### src/rtl/alu_pkg.sv
// Shared types for the execute-stage ALU: operation codes and default datapath width.
// No logic of its own, so no latency and no flow control.
package alu_pkg;

    localparam int ALU_WIDTH = 32;

    typedef enum logic [1:0] {
        ALU_ADD = 2'b00,
        ALU_SUB = 2'b01,
        ALU_AND = 2'b10,
        ALU_OR  = 2'b11
    } alu_op_t;

endpackage

### src/rtl/alu_addsub.sv
// Combinational shared adder for ADD/SUB: B is inverted and cin=1 when subtracting.
// Zero latency; no flow control.
module alu_addsub
    import alu_pkg::*;
#(
    parameter int WIDTH = ALU_WIDTH
) (
    input  logic [WIDTH-1:0] i_a,
    input  logic [WIDTH-1:0] i_b,
    input  logic             i_sub,
    output logic [WIDTH-1:0] o_sum,
    output logic             o_carry,
    output logic             o_overflow
);

    logic [WIDTH-1:0] w_b_eff;
    logic [WIDTH:0]   w_full;

    assign w_b_eff = i_sub ? ~i_b : i_b;
    assign w_full  = {1'b0, i_a} + {1'b0, w_b_eff} + {{WIDTH{1'b0}}, i_sub};

    assign o_sum   = w_full[WIDTH-1:0];
    assign o_carry = w_full[WIDTH];
    // Signed overflow: A and effective B share a sign that the sum does not.
    assign o_overflow = (i_a[WIDTH-1] == w_b_eff[WIDTH-1]) &&
                        (w_full[WIDTH-1] != i_a[WIDTH-1]);

endmodule

### src/rtl/alu.sv
// Execute-stage ALU (ADD/SUB/AND/OR) with registered result and flags; latency 1 clk.
// Free-running, one op per cycle, never stalls; valid_out is a delayed copy of valid_in.
module alu
    import alu_pkg::*;
#(
    parameter int WIDTH = ALU_WIDTH
) (
    input  logic             clk,
    input  logic             rst,
    input  logic [WIDTH-1:0] A,
    input  logic [WIDTH-1:0] B,
    input  logic [1:0]       ALU_control,
    input  logic             valid_in,
    output logic [WIDTH-1:0] result,
    output logic             zero,
    output logic             negative,
    output logic             carry,
    output logic             overflow,
    output logic             valid_out
);

    alu_op_t          w_op;
    logic [WIDTH-1:0] w_sum;
    logic             w_add_carry;
    logic             w_add_ovf;
    logic [WIDTH-1:0] w_result;
    logic             w_carry;
    logic             w_ovf;

    assign w_op = alu_op_t'(ALU_control);

    alu_addsub #(.WIDTH(WIDTH)) u_addsub (
        .i_a        (A),
        .i_b        (B),
        .i_sub      (w_op == ALU_SUB),
        .o_sum      (w_sum),
        .o_carry    (w_add_carry),
        .o_overflow (w_add_ovf)
    );

    always_comb begin
        w_result = w_sum;
        w_carry  = 1'b0;
        w_ovf    = 1'b0;
        case (w_op)
            ALU_ADD, ALU_SUB: begin
                w_result = w_sum;
                w_carry  = w_add_carry;
                w_ovf    = w_add_ovf;
            end
            ALU_AND: w_result = A & B;
            ALU_OR:  w_result = A | B;
            default: w_result = w_sum;
        endcase
    end

    always_ff @(posedge clk or posedge rst) begin
        if (rst) begin
            result    <= '0;
            zero      <= 1'b0;
            negative  <= 1'b0;
            carry     <= 1'b0;
            overflow  <= 1'b0;
            valid_out <= 1'b0;
        end else begin
            result    <= w_result;
            zero      <= (w_result == '0);
            negative  <= w_result[WIDTH-1];
            carry     <= w_carry;
            overflow  <= w_ovf;
            valid_out <= valid_in;
        end
    end

endmodule

### config.mk
export PLATFORM = sky130hd
export DESIGN_NAME = alu
export DESIGN_NICKNAME = d
export VERILOG_FILES = /design/src/rtl/alu_pkg.sv /design/src/rtl/alu_addsub.sv /design/src/rtl/alu.sv
export SDC_FILE = /design/constraint.sdc
export NUM_CORES = 1
export LEC_CHECK = 0
export CAP_MARGIN = 20
export CORE_MARGIN = 1.5
export CORE_UTILIZATION = 35
export CTS_CLUSTER_SIZE = 40
export DETAILED_ROUTE_END_ITERATION = 10
export MAX_ROUTING_LAYER = met4
export PLACE_DENSITY = 0.58
export SLEW_MARGIN = 10
export SYNTH_ARGS = -nofsm -noshare
export SYNTH_HDL_FRONTEND = slang
export SYNTH_HIERARCHICAL = 1
export SYNTH_SLANG_ARGS = --single-unit
### constraint.sdc
create_clock -name clk -period 1.15 [get_ports clk]
set_input_delay 0.1725 -clock clk [delete_from_list [all_inputs] [get_ports clk]]
set_output_delay 0.1725 -clock clk [all_outputs]
set_load 0.05 [all_outputs]
==> out/qor.csv, run 1 <==
stage,metric,value,unit
global_route,top_usage_layer,met2,
clock_network,cts_made_buffers,5,
floorplanning,row_count,38,
sta,slew_headroom,65.8,%
logic_synthesis,synth_xor_xnor_area_share,12.7,%
route,drt_first_iter_violations,216,
floorplanning,die_x,110,microns
global_route,first_global_vias,4929,
route,drc,0,
logic_synthesis,synthCells,500,
setup_path,crit_buf_inv,5,
setup_path,crit_type,in -> reg,
global_route,grt_max_degree,67,
floorplanning,coreArea,11000,sq um
global_route,grt_overflow,0,
logic_synthesis,postSynthAreaPerCell,7.98,sq um
finish,antenna_cells,0,
power_and_ir_drop,switching_share,40.6,%
global_route,grt_use_met1,30.1,%
floorplanning,fp.dieArea,12000,sq um
logic_synthesis,synth_edf_count,0,
sta,setup_viol_count_final,34,
floorplanning,initial_core_util,36.3,%
sta,hold_slack,238,ps
setup_path,cp_slowest_cell,fa_2,
power_and_ir_drop,p_int,5690,uW
setup_path,path_max_fanout,3,
finish,stdcell_count,919,
sta,period_share,271,%
clock_network,cts-htree-levels,2,
clock_network,clk_pin_slew_worst_paths,60,ps
sta,tightest_slew,514,ps
setup_path,start_kind,input port,
finish,layout_commonest_cell,buf_4,
sta,setup_ws,-1960,ps
clock_network,ctsLongestPathBuffers,2,
finish,final_cell_mix,"172 x buf_4, 60 x clkdlybuf4s50_1, 42 x inv_1, 42 x buf_12",
logic_synthesis,syn_area,3990,sq um
route,viasPerCell,5.28,
min_path,hold_class,in -> async,
setup_path,required,1370,ps
logic_synthesis,synthFlopType,dfrtp_1,
placement,dp.cells,878,
sta,hold_viol_final,0,
finish,area.growth.synth_to_final,89.6,%
sta,post-route-min-period,3110,ps
logic_synthesis,synth_top_family_by_area,compound AO/OA/AOI/OAI gates,
power_and_ir_drop,p_per_area,1270,nW/um^2
global_route,gr-usage-met3,4.80,%
sta,slew_violations,0,
placement,io_buffer_count,105,
logic_synthesis,synthArstFlopShare,100,%
power_and_ir_drop,clockPowerShare,16.8,%
outcome,outcome,"complete, but fails checks",
logic_synthesis,synth_mux_area_share,0.251,%
setup_path,slowest_delay,390,ps
placement,gp_congestion,0.994,
power_and_ir_drop,seqPwrFrac,17.7,%
finish,fillCellCount,853,
setup_path,crit_chain,"buf_6, nor2b_4, buf_6, xor2_4, inv_2, fa_2, nor2b_4, o2111ai_2, buf_4, a21o_1, a21oi_4, a211o_1, nand4_1, a41o_1, inv_1, o22ai_2, nor4_2, nand4_1, nor2_1",
power_and_ir_drop,p_leak,0.00354,uW
logic_synthesis,yosys.area_share.simple,13.3,%
logic_synthesis,netlist-cell-type-count,57,
route,vias,4851,
global_route,grt_pass1_wl,23.4,mm
global_route,grt_antenna_before_repair,0,
placement,pre_cts_slack,-2660,ps
route,routed_wl,15.1,mm
sta,max_freq,0.321,GHz
power_and_ir_drop,power.switching,3890,uW
power_and_ir_drop,pwr-share-comb,65.5,%
finish,drive_above_1_share,42.5,%
route,antenna_left,0,
sta,rsz0062_at_grt,yes,
clock_network,ctsRootBufferMaster,clkbuf_16,
logic_synthesis,ys_seq_area_share,22.6,%
route,drtPass1Iterations,4,
outcome,violations,negative setup slack,
run,max_cap_violations,0,
global_route,track_usage,25.5,%
logic_synthesis,synth_fp_nets,601,
setup_path,critPathCaptureType,register,
global_route,use_met2,43.9,%
power_and_ir_drop,ir_drop,0.000894,V
placement,hpwl,10.7,mm
logic_synthesis,synthAdderAreaFrac,10.2,%
logic_synthesis,synth_seq_cells,36,
setup_path,crit_family,compound AO/OA/AOI/OAI gates,
floorplanning,die_y,110,microns
clock_network,cts.sinks,36,
finish,final_nets,879,
logic_synthesis,synth_warnings,6,
clock_network,cts_tree,done,
floorplanning,pin_count,106,
route,wire_per_inst,16.4,microns
logic_synthesis,synth_compound_area_share,32.2,%
setup_path,crit_arrival,3340,ps
-- cell type report --
class / count / area, sq um / share of cell area, %
clock inverter: 3 / 42.5 / 0.562
timing repair buffer: 295 / 2970 / 39.3
clock buffer: 5 / 125 / 1.65
inverter: 43 / 161 / 2.13
tap: 140 / 175 / 2.32
sequential: 36 / 901 / 11.9
multi-input combinational: 397 / 3190 / 42.2
-- tightest hold or removal path, stage by stage --
cell	delay (ps)
clkdlybuf4s50_1	400
inv_1	90
buf_12	230
-- power groups by stage --
stage                     Combinational (uW)  Sequential, uW  Clock, uW
after floorplan                         2110            2380          0
after global placement                  5510            1710          0
after detailed placement                5570            1710          0
after CTS                               6010            1690       1630
after global routing                    6660            1710       1720
final                                   6270            1690       1610
-- worst paths after layout --
check | from | end | slack [ps] | depth (start not counted)
max | ALU_control[0] | zero | -1960 | 19
min | rst | valid_out | 240 | 3
max in group asynchronous | rst | result[12] | 720 | 3
min in group clk | valid_in | valid_out | 330 | 1
-- kinds of logic (layout without fill, tap and decap cells) --
family / count (synthesis) / after routing
buffers and inverters: 67 / 346
flip-flops: 36 / 36
AND/OR/NAND/NOR: 101 / 101
adder cells (fa/ha/maj): 32 / 32
AO/OA/AOI/OAI: 205 / 205
XOR/XNOR: 58 / 58
multiplexers: 1 / 1
-- through the flow --
stage	setup TNS, ps	util (%)	instance area, sq um	power [uW]
after floorplan	-48460	-	4110	4500
after global routing	-50290	68.9	7560	10100
after global placement	-65130	61.0	6700	7230
after detailed placement	-66680	61.0	6700	7280
after CTS	-44980	67.1	7370	9330
final	-46970	68.9	7560	9570
-- synth_stat cells, types with 2 or more instances --
cell | number | share of area, %
ha_1 | 31 | 9.7
buf_4 | 2 | 0.38
nand3_1 | 5 | 0.63
nor4_2 | 2 | 0.63
o22ai_1 | 34 | 5.3
o21ai_0 | 50 | 6.3
nor3_1 | 5 | 0.63
nor2_1 | 22 | 2.1
and3_1 | 5 | 0.78
a211oi_1 | 2 | 0.38
buf_6 | 6 | 1.7
buf_2 | 4 | 0.50
nand2b_1 | 5 | 0.78
o2111ai_1 | 2 | 0.44
clkbuf_1 | 6 | 0.56
or3_1 | 3 | 0.47
nand2_1 | 25 | 2.4
buf_1 | 3 | 0.28
xor2_1 | 42 | 9.2
o21ai_1 | 5 | 0.63
xnor2_1 | 16 | 3.5
o21a_1 | 5 | 0.94
a41o_1 | 2 | 0.50
o211ai_1 | 3 | 0.56
a21oi_1 | 53 | 6.6
a21oi_2 | 15 | 3.3
nor2b_1 | 7 | 1.1
a21o_1 | 16 | 3.0
nand4_1 | 7 | 1.1
dfrtp_1 | 36 | 23
and2_1 | 2 | 0.31
nor4_1 | 7 | 1.1
a31oi_1 | 6 | 0.94
inv_1 | 43 | 4.0
-- metal layers --
layer / part of all wire (%) / wire [microns] / vias to the layer above
li1: - / - / 2357
met1: 42 / 6350 / 2321
met2: 50 / 7610 / 145
met3: 5.0 / 758 / 28
met4: 2.5 / 373 / 0
met5: 0 / 0 / -
-- registers in the layout (all words and copies together) (netlist names) --
signal and flops:
carry 1, valid_out 1, result 31, overflow 1, zero 1, negative 1
-- repair_timing --
item,in CTS,in global routing
pin swaps,37,30
setup buffers,32,5
gates cloned,1,0
setup endpoints to repair,35,34
hold buffers,0,0
gates resized for setup,61,36
(Power assumes the default switching activity.)
==> run 2: changes to the inputs <==
CTS_CLUSTER_SIZE = 25   (was 40)
==> results of run 2 <==
The final DEF is identical to that of run 1; final timing and power are the same.
